===== src/rtl/sd_edge_detect_multi.sv =====
// sd_edge_detect_multi: per-channel synchroniser, glitch filter and edge
// detector with maskable sticky event flags merged into a single irq line.
module sd_edge_detect_multi #(
   parameter int WIDTH       = 4,
   parameter int SYNC_STAGES = 2,
   parameter int FILTER_CNT  = 0,
   parameter bit RESET_LEVEL = 1'b0
) (
   input  logic             clk,
   input  logic             rst,
   input  logic             en,
   input  logic [WIDTH-1:0] sig,
   input  logic [WIDTH-1:0] rise_en,
   input  logic [WIDTH-1:0] fall_en,
   input  logic [WIDTH-1:0] flag_clr,
   output logic [WIDTH-1:0] level,
   output logic [WIDTH-1:0] rise,
   output logic [WIDTH-1:0] fall,
   output logic [WIDTH-1:0] flags,
   output logic             irq
);

   localparam int               CW      = (FILTER_CNT > 0) ? $clog2(FILTER_CNT + 1) : 1;
   localparam logic [CW-1:0]    CNT_MAX = CW'(FILTER_CNT);
   localparam logic [WIDTH-1:0] RST_VEC = {WIDTH{RESET_LEVEL}};

   logic [WIDTH-1:0] s;
   logic [CW-1:0]    cnt [WIDTH];
   logic [WIDTH-1:0] set;

   generate
      if (SYNC_STAGES > 0) begin : g_sync
         logic [WIDTH-1:0] chain [SYNC_STAGES];

         // Shift raw inputs through the synchroniser chain
         always_ff @(posedge clk or negedge rst) begin
            if (!rst) begin
               for (int unsigned i = 0; i < SYNC_STAGES; i++) chain[i] <= RST_VEC;
            end else begin
               chain[0] <= sig;
               for (int unsigned i = 1; i < SYNC_STAGES; i++) chain[i] <= chain[i-1];
            end
         end

         // Filter input is the last synchroniser stage
         always_comb s = chain[SYNC_STAGES-1];
      end else begin : g_nosync
         // Input already synchronous: use it directly
         always_comb s = sig;
      end
   endgenerate

   // Glitch filter and edge pulse generation; the counter saturates at
   // FILTER_CNT because it is cleared whenever the level is accepted
   always_ff @(posedge clk or negedge rst) begin
      if (!rst) begin
         level <= RST_VEC;
         rise  <= '0;
         fall  <= '0;
         for (int unsigned i = 0; i < WIDTH; i++) cnt[i] <= '0;
      end else begin
         for (int unsigned i = 0; i < WIDTH; i++) begin
            if (!en) begin
               level[i] <= s[i];
               cnt[i]   <= '0;
               rise[i]  <= 1'b0;
               fall[i]  <= 1'b0;
            end else if (s[i] == level[i]) begin
               cnt[i]  <= '0;
               rise[i] <= 1'b0;
               fall[i] <= 1'b0;
            end else if (cnt[i] == CNT_MAX) begin
               level[i] <= s[i];
               cnt[i]   <= '0;
               rise[i]  <= s[i];
               fall[i]  <= ~s[i];
            end else begin
               cnt[i]  <= cnt[i] + 1'b1;
               rise[i] <= 1'b0;
               fall[i] <= 1'b0;
            end
         end
      end
   end

   // Flag set condition from the registered pulses and masks
   always_comb set = (rise & rise_en) | (fall & fall_en);

   // Sticky flags: set takes priority over clear
   always_ff @(posedge clk or negedge rst) begin
      if (!rst) flags <= '0;
      else      flags <= set | (flags & ~flag_clr);
   end

   // Interrupt is the OR of all flags
   always_comb irq = |flags;

endmodule


===== config.mk =====
export PLATFORM = sky130hd
export DESIGN_NAME = sd_edge_detect_multi
export DESIGN_NICKNAME = d
export VERILOG_FILES = /design/src/rtl/sd_edge_detect_multi.sv
export SDC_FILE = /design/constraint.sdc
export NUM_CORES = 1
export LEC_CHECK = 0
export CORE_MARGIN = 4
export CORE_UTILIZATION = 34
export DETAILED_ROUTE_END_ITERATION = 6
export PLACE_DENSITY = 0.76
export SLEW_MARGIN = 20
export SYNTH_ARGS = -nofsm -noshare
export SYNTH_HDL_FRONTEND = slang
export SYNTH_SLANG_ARGS = --single-unit
export TNS_END_PERCENT = 20

===== constraint.sdc =====
create_clock -name clk -period 1.2 [get_ports clk]
set_input_delay 0.24 -clock clk [delete_from_list [all_inputs] [get_ports clk]]
set_output_delay 0.24 -clock clk [all_outputs]
set_load 0.005 [all_outputs]

==> results of run 1 <==
per-stage QoR:
stage	hold slack (ps)	cell area [um^2]	worst slack (ps)
floorplan	-55.6	913	56.6
global placement	333	1340	-361
detailed placement	337	1340	-401
CTS	278	1340	-406
global route	277	1310	-433
finish	274	1310	-374
layout make-up:
class                      instances  area [um^2]
clock buffer                       3         22.5
multi-input combinational         33          267
timing repair buffer              39          343
inverter                          11         41.3
fill                             239         1210
sequential                        24          601
tap                               30         37.5
flip-flops by register name, indices dropped and copies added (netlist names):
register,flops
flags,4
g_sync.chain,4
level,4
fall,4
rise,4
s,4
final timing paths:
check,depth (start not counted),end,slack [ps]
setup / recovery,2,irq,-370
hold / removal,2,g_sync.chain[6],270
setup reg to reg,4,level[1],110
hold reg to reg,0,s[0],360
max in group asynchronous,2,fall[0],780
min in group clk,0,s[0],360
metal layers:
metal	part of all wire, %	up-vias
li1	-	300
met1	37	310
met2	54	18
met5	0	-
met4	0.51	0
met3	8.6	2
cell usage in the layout, fill, tap and decap left out, drive strengths merged:
| master | synthesis | final |
|---|---|---|
| nor2b | 1 | 1 |
| inv | 11 | 11 |
| and2 | 8 | 8 |
| or4 | 1 | 1 |
| mux2i | 4 | 4 |
| nand2 | 4 | 4 |
| o21ai | 3 | 3 |
| clkdlybuf4s50 | 0 | 18 |
| dfrtp | 24 | 24 |
| a22oi | 3 | 3 |
| ha | 8 | 8 |
| buf | 1 | 7 |
| a221o | 1 | 1 |
| clkbuf | 0 | 12 |
| clkdlybuf4s15 | 0 | 5 |
kinds of logic (layout without fill, tap and decap cells):
logic type | after synthesis | in the layout | share of synthesized area, %
compound gates | 7 | 7 | 5.20
fa+ha+maj | 8 | 8 | 11.0
buf+inv | 12 | 53 | 5.07
flops | 24 | 24 | 65.8
mux | 4 | 4 | 4.38
simple gates | 14 | 14 | 8.63
critical path, stage by stage (launching register included):
cell     delay (ps)
dfrtp_1         390
or4_1           510
buf_2           140
report_power, final:
| part | switching [W] | total (W) | internal [W] | leakage, nW |
|---|---|---|---|---|
| Clock | 0.000207 | 0.000323 | 0.000117 | 0.0138 |
| Sequential | 0.0000354 | 0.000905 | 0.000870 | 0.300 |
| Combinational | 0.000109 | 0.000279 | 0.000171 | 0.365 |
| Total | 0.000351 | 0.00151 | 0.00116 | 0.679 |
timing repair:
item | in CTS | in global routing
setup endpoints to repair | 17 | 15
resized for setup | 37 | 14
pin swaps | 1 | 1
hold endpoints to repair | 0 | 0
==> results.tsv, run 1 <==
metric	value	unit
n_diodes	0	
Commonest cells post-synth	dfrtp_1 (24), inv_1 (11), and2_1 (8), ha_1 (8)	
antenna viol nets, final	0	
routed vias/inst	4.50	
worst-margin pin slew	316	ps
share of async-settable or async-resettable flops after synthesis	100	%
largest vdd supply drop	823	uV
r2r startpoint	level[1]	
register area share after synthesis	65.8	%
post-DP HPWL	1.29	mm
share of layout cells above drive strength 1	17.3	%
Syn Area/Cell	13.2	um^2
Post-Layout Cell Count	140	
Max Cap Viol	0	
drt total wl	1.58	mm
Final WS setup	-374	ps
effective utilization at floorplan	36.2	%
Pwr Total	0.00151	W
row count	18	
DRC	0	
global routing's busiest layer	met2	
via count	630	
Final setup viols	1	
status	complete, but fails checks	
synthesis-to-layout area growth	43.6	%
grt met2 use	18.4	%
min Tclk post-route	1570	ps
total placed cells including tap cells	137	
DR iter-0 viols	3	
Leak	0.679	nW
Pre-Repair DR Iteration Count	3	
Worst-Skew Late Latency	300	ps
Yosys reg bits	24	
Synth Instances	69	
fin crit share	131	%
most frequent cell after synthesis	dfrtp_1	
yosys synthesis warning count	0	
CTS clk-pin slew, worst paths	120	ps
Hold Path Class	input port to asynchronous set/reset pin	
Post-CTS Setup Inserts	0	
Root Buffer	clkbuf_4	
Startpoint Class	register	
number of enable flip-flop cells after synthesis	0	
initial antenna violation count	0	
pwr dens	1150	nW/um^2
crit end category	output port	
CTS Buffer Depth	2	
count of clock tree sinks	24	
Setup Skew	0.577	ps
Critical Path Source	flags[1]	
total grt overflow	0	
met1 Resource Use GR	12.7	%
Final Hold Fails	0	
CTS tree	yes	
crit path DAT	1330	ps
Synth area leaders	dfrtp_1 (66%), ha_1 (11%), and2_1 (5.5%)	
Die H	59.8	um
Global Route Usage Sum	10.6	%
failing checks	setup timing	
core box area	2520	um^2
Max Fclk	0.635	GHz
die area	3580	um^2
H-tree depth	1	
WL/cell	11.3	um
crit path max fanout	2	
Netlist cell types	12	
Primary FF master, synth	dfrtp_1	
Crit path required time	960	ps
number of global-route vias before repair	692	
largest net degree at the start of global routing	25	
Util after Layout	52.0	%
gp weighted congestion	0.654	
Final #Nets	139	
WS Path Type	register to output port	
Top-Level Pins	36	
Syn Nets	96	
Fin Setup TNS	-374	ps
cell taking the most area after synthesis	dfrtp_1	
Max-slew headroom	78.9	%
first-pass GRT wire length	2.88	mm
Die X	59.8	um
Post-Syn Area	913	um^2
TritonCTS buffer count	3	
Slew Limit Fails	0	
# hold bufs at CTS	0	
I/O Buffers	35	
met3 global-route usage	2.38	%
RSZ-0062 raised after global routing	yes	
post-synth top area share	65.8	%
No activity file was read; power rests on OpenSTA's default activity.
==> run 2: changes to the inputs <==
CORE_UTILIZATION = 35   (was 34)
PLACE_DENSITY = 0.78   (was 0.76)
==> results.tsv, run 2 (synthesis gave the netlist of run 1 again) <==
metric	value	unit	change
gp weighted congestion	0.737		+13%
Final Hold Fails	0		unchanged
number of global-route vias before repair	624		-9.8%
Final #Nets	142		+2.2%
reg2reg end	level[2]		
effective utilization at floorplan	36.9	%	+0.66 points
Die X	59.1	um	-1.2%
via count	646		+2.5%
FF-to-FF path depth	5		+1
area of the multi-input gates	267	um^2	unchanged
count of clock tree sinks	24		unchanged
antenna viol nets, final	0		unchanged
Startpoint Class	register		
DR iter-0 viols	20		+17
crit path DAT	1370	ps	+40 ps
WS Path Type	register to output port		
fin crit share	134	%	+2.7 points
Max Cap Viol	0		unchanged
I/O Buffers	35		unchanged
routed vias/inst	4.52		+0.39%
Hold Path Class	input port to asynchronous set/reset pin		
WL/cell	11.4	um	+1.2%
Hold WS	277	ps	+2.47 ps
Global Route Usage Sum	9.90	%	-0.67 points
r2r startpoint	level[2]		
TritonCTS buffer count	3		unchanged
slowest stage delay, CP	530	ps	+20 ps
min Tclk post-route	1610	ps	+32.2 ps
# hold bufs at CTS	0		unchanged
CP cell instances	or4_1, buf_2		
total grt overflow	0		unchanged
CTS Buffer Depth	2		unchanged
worst path bufs/invs	1		unchanged
row count	18		unchanged
DRC	0		unchanged
Root Buffer	clkbuf_4		
crit end category	output port		
initial antenna violation count	0		unchanged
CTS tree	yes		
drt total wl	1.63	mm	+3.4%
# fillers	216		-9.6%
post-DP HPWL	1.18	mm	-8.5%
Seq. cell area	601	um^2	unchanged
most frequent cells in the layout	dfrtp_1 (24), clkdlybuf4s50_1 (18), inv_1 (9)		
die area	3490	um^2	-2.5%
H-tree depth	1		unchanged
reg2reg setup slack	60	ps	-50 ps
Max-slew headroom	78.0	%	-0.82 points
failing checks	setup timing		
CTS clk-pin slew, worst paths	110	ps	about the same
Leak	0.692	nW	+1.9%
Top delay family on crit path	simple AND/OR/NAND/NOR gates		
first-pass GRT wire length	2.51	mm	-13%
most common cell after layout, fill and taps aside	dfrtp_1		
pwr dens	1140	nW/um^2	-1.1%
RSZ-0062 raised after global routing	yes		
largest vdd supply drop	568	uV	-31%
Top-Level Pins	36		unchanged
worst-margin pin slew	328	ps	+12.3 ps
pre-CTS setup slack	-359	ps	+42.2 ps
synthesis-to-layout area growth	47.5	%	
Slew Limit Fails	0		unchanged
crit path max fanout	2		unchanged
Pre-Repair DR Iteration Count	4		+1
core box area	2480	um^2	-1.8%
Max Fclk	0.623	GHz	-2.0%
Util after Layout	54.4	%	+2.4 points
largest net degree at the start of global routing	25		unchanged
status	complete, but fails checks		
Final setup viols	2		+1
Fin Setup TNS	-485	ps	-111 ps
Worst-Skew Late Latency	300	ps	about the same
share of layout cells above drive strength 1	19.5	%	+2.2 points
Setup Skew	0.645	ps	+0.0674 ps
Final WS setup	-406	ps	-32.2 ps
Critical-path top delay cell	or4_1		
Crit path required time	960	ps	about the same
n_diodes	0		unchanged
Die H	59.1	um	-1.2%
Pwr Total	0.00153	W	+1.7%
run 2: worst max-delay path by stage:
stage / start / endpoint / slack, ps / depth (start not counted)
2_1_floorplan: flags[3] / irq / 60 / 1
3_3_place_gp: flags[3] / irq / -350 / 2
4_1_cts: flags[2] / irq / -380 / 2
6_report: flags[2] / irq / -410 / 2
3_5_place_dp: flags[3] / irq / -360 / 2
5_1_grt: flags[2] / irq / -460 / 2
run 2: power breakdown:
group | total [W] | leakage, nW | switching [W] | internal [W]
Combinational | 0.000306 | 0.379 | 0.000116 | 0.000190
Sequential | 0.000907 | 0.300 | 0.0000366 | 0.000870
Clock | 0.000321 | 0.0138 | 0.000204 | 0.000117
run 2: per-layer routing:
metal  vias to the layer above  share of wire [%]  GRT usage [%]
met5                         -                  0              0
met4                         0                1.7           6.80
met3                         4                 14           3.05
met2                        34                 44           17.8
met1                       303                 41           9.50
li1                        305                  -              -
run 2: worst reg2reg max path, cell delays in order (launching register included):
cell	delay, ps
dfrtp_1	410
buf_4	150
inv_2	50
ha_1	220
nand2_1	70
mux2i_1	180
run 2: metrics by stage:
stage | instance area [um^2] | cells
after detailed placement | 1320 | 134
after global routing | 1350 | 143
after floorplan | 913 | 69
after global placement | 1320 | 134
final | 1350 | 143
after CTS | 1370 | 142
run 2: area by class of cell:
class | count | area share [%]
inverter | 11 | 3.06
multi-input combinational | 33 | 19.8
tap | 30 | 2.79
clock buffer | 3 | 1.67
sequential | 24 | 44.6
timing repair buffer | 42 | 28.1
run 2: timing repair:
item,in CTS,in global routing
setup endpoints to repair,17,12
pin swaps,1,0
buffers inserted,5,1
gates resized for setup,36,14
